==> config.mk <==
export PLATFORM = sky130hd
export DESIGN_NAME = ifetch_unit_flat
export DESIGN_NICKNAME = d
export VERILOG_FILES = /design/src/rtl/ifetch_unit_if.sv /design/src/rtl/ifetch_unit.sv /design/src/flat_wrapper.sv
export SDC_FILE = /design/constraint.sdc
export NUM_CORES = 1
export LEC_CHECK = 0
export ABC_AREA = 1
export CORE_UTILIZATION = 54
export DETAILED_ROUTE_END_ITERATION = 8
export MAX_ROUTING_LAYER = met4
export PLACE_DENSITY = 0.92
export SKIP_CTS_REPAIR_TIMING = 1
export SLEW_MARGIN = 0
export SYNTH_ARGS = -nofsm -noshare
export SYNTH_HDL_FRONTEND = slang
export SYNTH_SLANG_ARGS = --single-unit
export TNS_END_PERCENT = 20
==> constraint.sdc <==
create_clock -name clk -period 6.85 [get_ports clk]
set_input_delay 2.055 -clock clk [delete_from_list [all_inputs] [get_ports clk]]
set_output_delay 2.055 -clock clk [all_outputs]
set_load 0.02 [all_outputs]
==> src/rtl/ifetch_unit_if.sv <==
// rtl/ifetch_unit_if.sv - instruction memory bus and decode handshake bundle for ifetch_unit
interface ifetch_unit_if #(
  parameter int ISIZE = 32,
  parameter int DSIZE = 32
);
  // instruction memory side
  logic [ISIZE-1:0] imem_addr;
  logic             imem_wen;
  logic [DSIZE-1:0] imem_wdata;
  logic [DSIZE-1:0] imem_rdata;
  // decode side
  logic             instr_valid;
  logic             instr_ready;
  logic [DSIZE-1:0] instr;
  logic [ISIZE-1:0] instr_pc;
  logic             fifo_full;

  // fetch unit view
  modport master (
    output imem_addr, imem_wen, imem_wdata,
    input  imem_rdata,
    output instr_valid, instr, instr_pc, fifo_full,
    input  instr_ready
  );

  // memory + decode view
  modport slave (
    input  imem_addr, imem_wen, imem_wdata,
    output imem_rdata,
    input  instr_valid, instr, instr_pc, fifo_full,
    output instr_ready
  );
endinterface

==> src/rtl/ifetch_unit.sv <==
// rtl/ifetch_unit.sv - PC-driven instruction fetch with prefetch FIFO and branch redirect
module ifetch_unit #(
  parameter int               ISIZE      = 32,
  parameter int               DSIZE      = 32,
  parameter int               FIFO_DEPTH = 4,
  parameter logic [ISIZE-1:0] RESET_PC   = '0
) (
  input  logic             clk,
  input  logic             rst,
  input  logic             fetch_en,
  input  logic             redirect_valid,
  input  logic [ISIZE-1:0] redirect_pc,
  ifetch_unit_if.master    bus
);

  localparam int PW = $clog2(FIFO_DEPTH);
  localparam int CW = PW + 1;

  logic [ISIZE-1:0] pc;
  logic [CW-1:0]    count;
  logic [PW-1:0]    rd_ptr;
  logic [PW-1:0]    wr_ptr;
  logic [ISIZE-1:0] pc_q   [FIFO_DEPTH];
  logic [DSIZE-1:0] word_q [FIFO_DEPTH];

  logic full;
  logic empty;
  logic pop;
  logic push;

  assign full  = (count == CW'(FIFO_DEPTH));
  assign empty = (count == '0);
  assign pop   = ~empty & bus.instr_ready;
  // a pop frees a slot in the same cycle, so a full queue still accepts a word
  assign push  = fetch_en & ~redirect_valid & (~full | pop);

  // memory is read-only from this unit; the address is the PC register itself
  assign bus.imem_addr  = pc;
  assign bus.imem_wen   = 1'b0;
  assign bus.imem_wdata = '0;

  // head of queue comes straight from registered storage, never from instr_ready
  assign bus.instr_valid = ~empty;
  assign bus.instr       = word_q[rd_ptr];
  assign bus.instr_pc    = pc_q[rd_ptr];
  assign bus.fifo_full   = full;

  // PC, occupancy and pointers; a redirect flushes by snapping rd_ptr to wr_ptr
  always_ff @(posedge clk) begin
    if (rst) begin
      pc     <= RESET_PC;
      count  <= '0;
      rd_ptr <= '0;
      wr_ptr <= '0;
    end else if (redirect_valid) begin
      pc     <= redirect_pc;
      count  <= '0;
      rd_ptr <= wr_ptr;
    end else begin
      if (push) begin
        pc     <= pc + ISIZE'(1);
        wr_ptr <= wr_ptr + PW'(1);
      end
      if (pop) begin
        rd_ptr <= rd_ptr + PW'(1);
      end
      count <= count + CW'(push) - CW'(pop);
    end
  end

  // capture the word returned for the current PC together with its address
  always_ff @(posedge clk) begin
    if (!rst && push) begin
      pc_q[wr_ptr]   <= pc;
      word_q[wr_ptr] <= bus.imem_rdata;
    end
  end

endmodule

==> src/flat_wrapper.sv <==
// flat-port wrapper written by rule: the top's interface ports become plain ports
module ifetch_unit_flat 
#(
  parameter int               ISIZE      = 32,
  parameter int               DSIZE      = 32,
  parameter int               FIFO_DEPTH = 4,
  parameter logic [ISIZE-1:0] RESET_PC   = '0
)
  (clk, rst, fetch_en, redirect_valid, redirect_pc, bus_imem_addr, bus_imem_wen, bus_imem_wdata, bus_imem_rdata, bus_instr_valid, bus_instr, bus_instr_pc, bus_fifo_full, bus_instr_ready);
  ifetch_unit_if #(.ISIZE(ISIZE), .DSIZE(DSIZE)) bus_i ();
  input  logic clk;
  input  logic rst;
  input  logic fetch_en;
  input  logic redirect_valid;
  input  logic [ISIZE-1:0] redirect_pc;
  output wire logic [$bits(bus_i.imem_addr)-1:0] bus_imem_addr;
  output wire logic [$bits(bus_i.imem_wen)-1:0] bus_imem_wen;
  output wire logic [$bits(bus_i.imem_wdata)-1:0] bus_imem_wdata;
  input wire logic [$bits(bus_i.imem_rdata)-1:0] bus_imem_rdata;
  output wire logic [$bits(bus_i.instr_valid)-1:0] bus_instr_valid;
  output wire logic [$bits(bus_i.instr)-1:0] bus_instr;
  output wire logic [$bits(bus_i.instr_pc)-1:0] bus_instr_pc;
  output wire logic [$bits(bus_i.fifo_full)-1:0] bus_fifo_full;
  input wire logic [$bits(bus_i.instr_ready)-1:0] bus_instr_ready;
  assign bus_imem_addr = bus_i.imem_addr;
  assign bus_imem_wen = bus_i.imem_wen;
  assign bus_imem_wdata = bus_i.imem_wdata;
  assign bus_i.imem_rdata = bus_imem_rdata;
  assign bus_instr_valid = bus_i.instr_valid;
  assign bus_instr = bus_i.instr;
  assign bus_instr_pc = bus_i.instr_pc;
  assign bus_fifo_full = bus_i.fifo_full;
  assign bus_i.instr_ready = bus_instr_ready;
  ifetch_unit #(.ISIZE(ISIZE), .DSIZE(DSIZE), .FIFO_DEPTH(FIFO_DEPTH), .RESET_PC(RESET_PC)) u_core (.clk(clk), .rst(rst), .fetch_en(fetch_en), .redirect_valid(redirect_valid), .redirect_pc(redirect_pc), .bus(bus_i));
endmodule
==> results of run 1 <==
-- worst max path at each step --
| stage | to | cells past startpoint | start | slack (ps) |
|---|---|---|---|---|
| finish | bus_instr[6] | 5 | flip-flop | 1510 |
| global route | bus_instr[6] | 5 | flip-flop | 1300 |
| CTS | bus_instr[6] | 5 | flip-flop | 1450 |
| detailed placement | u_core.word_q[3][17]$_DFFE_PP_ | 8 | rst | 1720 |
| global placement | u_core.word_q[0][17]$_DFFE_PP_ | 8 | rst | 1790 |
| floorplan | u_core.pc_q[0][0]$_DFFE_PP_ | 6 | bus_instr_ready | 1150 |
-- metrics by stage --
stage | std cells | setup slack [ps] | hold WS, ps | instance area [µm²]
global route | 1551 | 1300 | 568 | 15200
finish | 1551 | 1510 | 559 | 15200
floorplan | 1125 | 1150 | 489 | 12600
detailed placement | 1499 | 1720 | 529 | 14200
CTS | 1551 | 1450 | 543 | 15200
global placement | 1499 | 1790 | 524 | 14200
-- state kept, by name, indices dropped and copies added (netlist names), named ones only --
signal / flops
u_core.pc_q: 128
u_core.word_q: 128
u_core.bus.imem_addr: 32
u_core.count: 3
u_core.rd_ptr: 2
u_core.wr_ptr: 2
-- metal layers --
| metal | share of wire (%) | track usage [%] | up-vias |
|---|---|---|---|
| li1 | - | - | 4091 |
| met1 | 41 | 32.5 | 4185 |
| met2 | 48 | 40.3 | 480 |
| met3 | 8.4 | 2.99 | 59 |
| met4 | 2.4 | 8.05 | 0 |
| met5 | 0 | - | - |
-- Yosys cell counts (2+ instances only) --
library cell,instances
a21oi_1,22
a31oi_1,5
buf_2,12
buf_4,36
clkbuf_1,36
dfxtp_1,41
edfxtp_1,256
ha_1,7
inv_1,54
inv_2,10
nand2_1,136
nand2_2,8
nand2_4,2
nand3_1,29
nand3_2,2
nand4_1,2
nor2_1,166
nor2_2,4
nor2_4,8
nor3_1,6
nor3_4,3
o211ai_1,3
o21ai_0,152
o21ai_1,9
o22ai_1,64
xnor2_1,3
xor2_1,6
-- critical path: cells and delay by family, from the launching register on --
| family | cells | cell delay, ps |
|---|---|---|
| DFF | 1 | 310 |
| buffers and inverters | 3 | 1820 |
| AOI/OAI and AO/OA | 2 | 600 |
-- kinds of logic after synthesis --
kind of cell               Yosys count
AOI/OAI and AO/OA                  258
xor gates and xnor gates             9
adders and majority gates            8
buffers and inverters              149
DFF                                297
other                                1
and+or+nand+nor                    371
-- power breakdown --
part           internal (mW)  leakage, nW  switching, mW
Sequential              2.01         2.68         0.0460
Combinational          0.236         2.18          0.355
Clock                  0.886        0.440          0.648
-- final cells by class --
type                       instances  share of cell area (%)
inverter                          64                    1.59
sequential                       297                    56.1
clock buffer                      31                    4.83
tap                              285                    2.35
timing repair buffer             174                    11.7
clock inverter                    21                    1.27
multi-input combinational        679                    22.1
==> summary.md, run 1 <==
| Metric | Value |
|---|---|
| Gpl congestion | `approximately 0.94` |
| Min-delay src | `u_core.rd_ptr[1]$_SDFFE_PP0N_` |
| GRT overflow | `0` |
| Leakage | `5.30 nW` |
| Initial Util | `a little over half` |
| Detailed-route via count | `8815` |
| DRC | `0` |
| Reg-to-reg endpoint | `u_core.pc_q[1][26]$_DFFE_PP_` |
| Part of the Yosys area used for sequential elements | `68.4%` |
| Post-synthesis compound-gate area fraction | `between 10% and 20%` |
| Setup_tns | `0 ps` |
| Most frequent cells in the layout | `edfxtp_1 (256), clkdlybuf4s50_1 (166), nor2_1 (162)` |
| Worst Setup Start Kind | `flip-flop` |
| Gr usage total | `24.7%` |
| Via density per instance | `5.68` |
| Buffers added on ports | `166` |
| Ys flop type | `edfxtp_1` |
| Sink Count | `297` |
| Worst vdd ir | `0.180 mV` |
| CP arrival | `about 3300 ps` |
| Post-route ant nets | `0` |
| XOR/XNOR Fraction of Synth Area | `less than 1%` |
| WL per Instance | `18.4 µm` |
| Reg-to-reg startpoint | `u_core.count[1]$_SDFF_PP0_` |
| Slew Viols, Final | `0` |
| Max cap viols | `0` |
| Least-Margin Pin Slew | `1200 ps` |
| Fill count | `roughly 1600` |
| Largest family of logic cells by synthesized area | `simple AND/OR/NAND/NOR gates` |
| Outcome | `completed` |
| Synth unique cells | `38` |
| Adder-cell share of the synthesized area | `0.865%` |
| Commonest non-fill, non-tap cell in the layout | `edfxtp_1` |
| Number of synthesized flops with an enable pin | `256` |
| Max FO, Critical Path | `65` |
| First-pass GRT wire length | `44100 µm` |
| FFs w/ async S/R, synth | `0%` |
| Share of the synthesized area in the top cell type | `between 60% and 70%` |
| Syn Area/Cell | `about 11 µm²` |
| Hold Violations, Final | `0` |
| Core area | `22600 µm²` |
| Relative slew slack | `about a fifth` |
| FP Rows | `55` |
| Slowest CP cell | `inv_2` |
| Chip width | `roughly 150 µm` |
| Tot Pwr | `4.18 mW` |
| R2r setup slk | `4730 ps` |
| Hold Path Cell Cnt | `2` |
| Top post-synthesis cells by area | `edfxtp_1 (62%), dfxtp_1 (6.6%), o21ai_0 (6.1%)` |
| Vias in the first global route | `8426` |
| Num CTS Buffers | `28` |
| Max Root-Sink Buffers | `3` |
| Yosys warning count | `0` |
| FF/Latch Area | `8510 µm²` |
| Routed WL | `28500 µm` |
| Nets | `1321` |
| Yosys reg bits | `297` |
| P per Cell Area | `275 nW/µm²` |
| Die H | `154 µm` |
| Mux cell area share after synthesis | `0%` |
| Reg2Reg Depth | `8` |
| Crit path kind | `reg2out` |
| Clk_skew | `16.5 ps` |
| Reg clk slew, reported paths | `60 ps` |
| Post-layout min period | `5340 ps` |
| HPWL after DPL | `17000 µm` |
| Largest net degree at the start of global routing | `around 130` |
| RSZ-0062 raised after global routing | `false` |
| H-tree levels | `1` |
| Slowest cell delay on critical path | `roughly 840 ps` |
| Crit end category | `primary output` |
| Synthesized cell area | `approximately 12000 µm²` |
| Antenna violations before repair | `0` |
| Max Clk Rate | `187 MHz` |
| P&R area growth vs syn | `22.0%` |
| Critical path cell sequence | `buf_4 -> inv_2 -> o21ai_0 -> o22ai_1 -> clkdlybuf4s50_1` |
| Worst EP required | `roughly 4800 ps` |
| Layout cells sized above 1 | `under 10%` |
| Die ar. | `23600 µm²` |
| Clock latency on the worst-skew pair | `530 ps` |
| Worst hold path class | `reg2reg` |
| Core Util, Final | `approximately two thirds` |
| Diodes inserted | `0` |
| Post-synthesis simple-gate area fraction | `13.1%` |
| Clk root buf | `clkbuf_16` |
| Num ports | `200` |
| Period utilization | `between 70% and 80%` |
| Area leader, netlist | `edfxtp_1` |
| Post-synthesis cell count | `about 1100` |
| DR iter-0 viols | `937` |
| First-pass iteration count of the detailed router | `6` |
| Final setup fails | `0` |
| Multi-input logic area | `roughly 3400 µm²` |
| CTS tree | `yes` |
No activity file was read; power rests on OpenSTA's default activity.
==> inputs of run 2 (changes only) <==
Settings changed: CORE_UTILIZATION 54 to 48, PLACE_DENSITY 0.92 to 0.88.
Clock period 6.85 ns to 4.35 ns, I/O delays scaled along.
==> summary.md, run 2 (synthesis results as in run 1) <==
| Metric | Value |
|---|---|
| Worst vdd ir | `0.257 mV (was 0.180 mV)` |
| Max Root-Sink Buffers | `3 (unchanged)` |
| Diodes inserted | `0 (unchanged)` |
| Chip width | `163 µm (was 154 µm)` |
| Core area | `25300 µm² (was 22600 µm²)` |
| Crit path kind | `reg2out (unchanged)` |
| Post-layout min period | `4070 ps` |
| Gpl congestion | `0.899 (was 0.942)` |
| Commonest non-fill, non-tap cell in the layout | `edfxtp_1 (unchanged)` |
| CP arrival | `2770 ps (was 3290 ps)` |
| Reg-to-reg startpoint | `u_core.count[1]$_SDFF_PP0_ (unchanged)` |
| First-pass GRT wire length | `44400 µm (was 44100 µm)` |
| FP Rows | `58 (was 55)` |
| Worst hold path class | `reg2reg (unchanged)` |
| Final worst slack | `276 ps (was 1510 ps)` |
| Routed WL | `28500 µm (about the same)` |
| Tot Pwr | `6.60 mW (was 4.18 mW)` |
| Hold Path Cell Cnt | `2 (unchanged)` |
| Detailed-route via count | `8731 (was 8815)` |
| Clk root buf | `clkbuf_16 (unchanged)` |
| DRC | `0 (unchanged)` |
| Initial Util | `49.1% (was 54.9%)` |
| First-pass iteration count of the detailed router | `7 (was 6)` |
| Die ar. | `26500 µm² (was 23600 µm²)` |
| Num ports | `200 (unchanged)` |
| RSZ-0062 raised after global routing | `false (unchanged)` |
| Design Area, Final | `15300 µm² (was 15200 µm²)` |
| Max FO, Critical Path | `46 (was 65)` |
| Period utilization | `93.7%` |
| Placement-stage worst setup slack | `704 ps (was 1720 ps)` |
| DR iter-0 viols | `823 (was 937)` |
| Buffers added on ports | `166 (unchanged)` |
| Vias in the first global route | `8462 (was 8426)` |
| Largest net degree at the start of global routing | `129 (unchanged)` |
| GRT overflow | `0 (unchanged)` |
| CTS tree | `yes (unchanged)` |
| Hold Violations, Final | `0 (unchanged)` |
| Reg2Reg Depth | `8 (unchanged)` |
| HPWL after DPL | `17400 µm (was 17000 µm)` |
| H-tree levels | `1 (unchanged)` |
| P per Cell Area | `430 nW/µm² (was 275 nW/µm²)` |
| Layout cells sized above 1 | `8.07% (was 7.74%)` |
| Most frequent cells in the layout | `edfxtp_1 (256), clkdlybuf4s50_1 (166), nor2_1 (162) (unchanged)` |
| Die H | `163 µm (was 154 µm)` |
| R2r setup slk | `2250 ps (was 4730 ps)` |
| Clk_skew | `19.8 ps (was 16.5 ps)` |
| Reg-to-reg endpoint | `u_core.word_q[3][23]$_DFFE_PP_ (was u_core.pc_q[1][26]$_DFFE_PP_)` |
| Gr usage total | `22.2% (was 24.7%)` |
| P&R area growth vs syn | `23.3% (was 22.0%)` |
| Via density per instance | `5.44 (was 5.68)` |
| Max Clk Rate | `between 200 and 250 MHz` |
| Min-delay src | `u_core.rd_ptr[1]$_SDFFE_PP0N_ (unchanged)` |
| Post-route ant nets | `0 (unchanged)` |
| Crit end category | `primary output (unchanged)` |
| Slew Viols, Final | `0 (unchanged)` |
| Final setup fails | `0 (unchanged)` |
| WL per Instance | `17.8 µm (was 18.4 µm)` |
| Relative slew slack | `56.1% (was 19.8%)` |
| Clock latency on the worst-skew pair | `540 ps (was 530 ps)` |
| Nets | `1330 (was 1321)` |
| Antenna violations before repair | `0 (unchanged)` |
| Worst Setup Start Kind | `flip-flop (unchanged)` |
| Max cap viols | `0 (unchanged)` |
| Leakage | `5.37 nW (was 5.30 nW)` |
| Num CTS Buffers | `29 (was 28)` |
| Placed cell area | `14400 µm² (was 14200 µm²)` |
| Sink Count | `297 (unchanged)` |
| Worst EP required | `3040 ps (was 4800 ps)` |
| Outcome | `completed (unchanged)` |
| Least-Margin Pin Slew | `657 ps (was 1200 ps)` |
| Reg clk slew, reported paths | `60 ps (about the same)` |
==> run 2: report_power, final <==
part | switching, mW | total, mW | internal, mW
clock network | 1.00 | 2.42 | 1.42
logic | 0.558 | 0.945 | 0.386
registers | 0.0729 | 3.23 | 3.16
total | 1.63 | 6.60 | 4.97
==> run 2: area by class of cell <==
class	instances	area, µm²
clock buffer	38	769
clock inverter	16	158
fill	1951	9990
inverter	64	241
multi-input combinational	679	3360
sequential	297	8510
tap	330	413
timing repair buffer	182	1880
==> run 2: critical path, stage by stage, from the launching register on <==
cell             delay (ps)
dfxtp_4                 360
clkinv_2                510
buf_4                   420
o21ai_0                 230
o22ai_1                 140
clkdlybuf4s50_1         560
==> run 2: routing by layer <==
layer | up-vias | share of wire [%] | track usage [%]
li1 | 4109 | - | -
met1 | 4129 | 41 | 28.4
met2 | 451 | 50 | 37.5
met3 | 42 | 7.7 | 2.83
met4 | 0 | 1.6 | 5.31
met5 | - | 0 | -
==> run 2: worst max path at each step <==
stage	slack [ps]	endpoint
after floorplan	-600	u_core.pc_q[0][0]$_DFFE_PP_
after global placement	800	u_core.word_q[1][25]$_DFFE_PP_
after detailed placement	700	u_core.word_q[3][7]$_DFFE_PP_
after CTS	280	bus_instr[30]
after global routing	150	bus_instr[17]
final	280	bus_instr[30]
==> run 2: per-stage QoR <==
step                      TNS, ps  hold slack, ps  util (%)  cells
after global placement          0             509      56.9   1552
after CTS                       0             533      60.5   1606
after global routing            0             567      60.5   1606
final                           0             534      60.5   1606
after detailed placement        0             522      56.9   1552
after floorplan           -154620             489         -   1125
==> inputs of run 3 (changes only) <==
Settings changed: CORE_UTILIZATION 48 to 44, CTS_BUF_LIST set to sky130_fd_sc_hd__clkbuf_2, PLACE_DENSITY 0.88 to 0.82.
==> summary.md, run 3 (synthesis results as in run 1) <==
| Metric | Value |
|---|---|
| P per Cell Area | `399 nW/µm² (was 430 nW/µm²)` |
| Chip width | `170 µm (was 163 µm)` |
| Num CTS Buffers | `75 (was 29)` |
| WL per Instance | `16.9 µm (was 17.8 µm)` |
| Period utilization | `95.2% (was 93.7%)` |
| CP delay by family, top | `buffers and inverters (unchanged)` |
| HPWL after DPL | `18100 µm (was 17400 µm)` |
| DRC | `4 (was 0)` |
| Nets | `1377 (was 1330)` |
| CP arrival | `2830 ps (was 2770 ps)` |
| R2r setup slk | `2190 ps (was 2250 ps)` |
| Reg clk slew, reported paths | `100 ps (was 60 ps)` |
| P&R area growth vs syn | `22.1% (was 23.3%)` |
| Routed WL | `29400 µm (was 28500 µm)` |
| Max FO, Critical Path | `44 (was 46)` |
| First-pass iteration count of the detailed router | `7 (unchanged)` |
| Setup_tns | `0 ps (unchanged)` |
| FP Rows | `61 (was 58)` |
| Die H | `170 µm (was 163 µm)` |
| Core area | `27800 µm² (was 25300 µm²)` |
| Sink Count | `297 (unchanged)` |
| Max Clk Rate | `242 MHz (was 245 MHz)` |
| Detailed-route via count | `8903 (was 8731)` |
| RSZ-0062 raised after global routing | `false (unchanged)` |
| H-tree levels | `3 (was 1)` |
| Critical path cell sequence | `buf_6 -> o21ai_0 -> o22ai_1 -> clkdlybuf4s50_1 (was clkinv_2 -> buf_4 -> o21ai_0 -> o22ai_1 -> clkdlybuf4s50_1)` |
| Crit path kind | `reg2out (unchanged)` |
| Commonest non-fill, non-tap cell in the layout | `edfxtp_1 (unchanged)` |
| Leakage | `5.45 nW (was 5.37 nW)` |
| Worst vdd ir | `0.189 mV (was 0.257 mV)` |
| GRT overflow | `0 (unchanged)` |
| Slowest CP cell | `clkdlybuf4s50_1 (unchanged)` |
| Worst EP required | `3040 ps (about the same)` |
| Buffers added on ports | `166 (unchanged)` |
| Clk_skew | `65.1 ps (was 19.8 ps)` |
| Clock latency on the worst-skew pair | `800 ps (was 540 ps)` |
| Crit end category | `primary output (unchanged)` |
| Most frequent cells in the layout | `edfxtp_1 (256), clkdlybuf4s50_1 (166), nor2_1 (162) (unchanged)` |
| Failing checks | `DRC` |
| Max Root-Sink Buffers | `3 (unchanged)` |
| Clk root buf | `clkbuf_2 (was clkbuf_16)` |
| Antenna violations before repair | `2 (was 0)` |
| Via density per instance | `5.13 (was 5.44)` |
| Gpl congestion | `0.906 (was 0.899)` |
| Fill count | `2385 (was 1951)` |
| Layout cells sized above 1 | `13.2% (was 8.07%)` |
| Core Util, Final | `54.6% (was 60.5%)` |
| Outcome | `finished, violations left (was completed)` |
| Vias in the first global route | `8612 (was 8462)` |
| Final setup fails | `0 (unchanged)` |
| Num ports | `200 (unchanged)` |
| Slowest cell delay on critical path | `680 ps (was 560 ps)` |
| Die ar. | `28900 µm² (was 26500 µm²)` |
| Post-route ant nets | `0 (unchanged)` |
| DR iter-0 viols | `617 (was 823)` |
| First-pass GRT wire length | `45100 µm (was 44400 µm)` |
| Max cap viols | `0 (unchanged)` |
| Initial Util | `44.8% (was 49.1%)` |
| CTS tree | `yes (unchanged)` |
| Gr usage total | `20.9% (was 22.2%)` |
| Worst path buffer plus inverter count | `2 (was 3)` |
| Post-layout min period | `4140 ps (was 4070 ps)` |
| Largest net degree at the start of global routing | `73 (was 129)` |
| Worst hold path class | `reg2reg (unchanged)` |
| Slew Viols, Final | `0 (unchanged)` |
| Hold Violations, Final | `0 (unchanged)` |
| Worst Setup Start Kind | `flip-flop (unchanged)` |
## run 3: cell count changes in the layout (fill, tap and decap cells not counted), moves of 3 or more
cell / previous run / this run
clkinv_1: 5 / 15
clkbuf_1: 8 / 0
clkbuf_2: 0 / 105
clkbuf_16: 29 / 0
buf_12: 8 / 5
inv_2: 9 / 12
## run 3: final timing paths
check,cells past startpoint,from,end
setup / recovery,4,flip-flop,bus_instr_pc[19]
hold / removal,2,u_core.rd_ptr[1]$_SDFFE_PP0N_,u_core.rd_ptr[1]$_SDFFE_PP0N_
hold reg to reg,2,u_core.rd_ptr[1]$_SDFFE_PP0N_,u_core.rd_ptr[1]$_SDFFE_PP0N_
setup reg to reg,8,u_core.count[1]$_SDFF_PP0_,u_core.word_q[2][23]$_DFFE_PP_
## run 3: metrics by stage
step	cell area, µm²	cells	power [mW]	setup slack (ps)	hold WS, ps
after floorplan	12600	1125	3.80	-604	489
after global placement	14400	1600	4.21	749	505
after detailed placement	14400	1600	4.23	701	536
after CTS	15100	1731	6.12	-201	554
after global routing	15200	1734	6.36	7.72	595
final	15200	1734	6.06	210	562
## run 3: where the power goes
| part | internal [mW] | switching, mW | total, mW |
|---|---|---|---|
| Clock | 0.830 | 1.06 | 1.89 |
| Combinational | 0.382 | 0.555 | 0.938 |
| Sequential | 3.16 | 0.0773 | 3.23 |
## run 3: area by class of cell
class / instances / area [µm²] / share of cell area (%)
well taps: 378 / 473 / 3.12
diodes: 2 / 5.00 / 0.0330
clock inverters: 26 / 183 / 1.20
flip-flops and latches: 297 / 8510 / 56.1
repair buffers: 183 / 1870 / 12.3
multi-input cells: 679 / 3360 / 22.1
inverters: 64 / 253 / 1.67
clock buffers: 105 / 526 / 3.46
## run 3: worst reg2reg max path, cell delays in order (launching register included)
cell     delay (ps)
dfxtp_1         370
inv_2            80
nand4_2         100
nand2_2         120
nor2_1          120
buf_4           220
inv_1           210
nor2_4          160
buf_12          350
## run 3: per-layer routing
layer	wire length, µm	vias to the layer above	global-route usage, %	part of all wire, %
li1	-	4261	-	-
met1	12200	4217	25.1	41
met2	14400	389	34.7	49
met3	2440	36	5.65	8.3
met4	356	0	6.03	1.2
met5	0	-	-	0
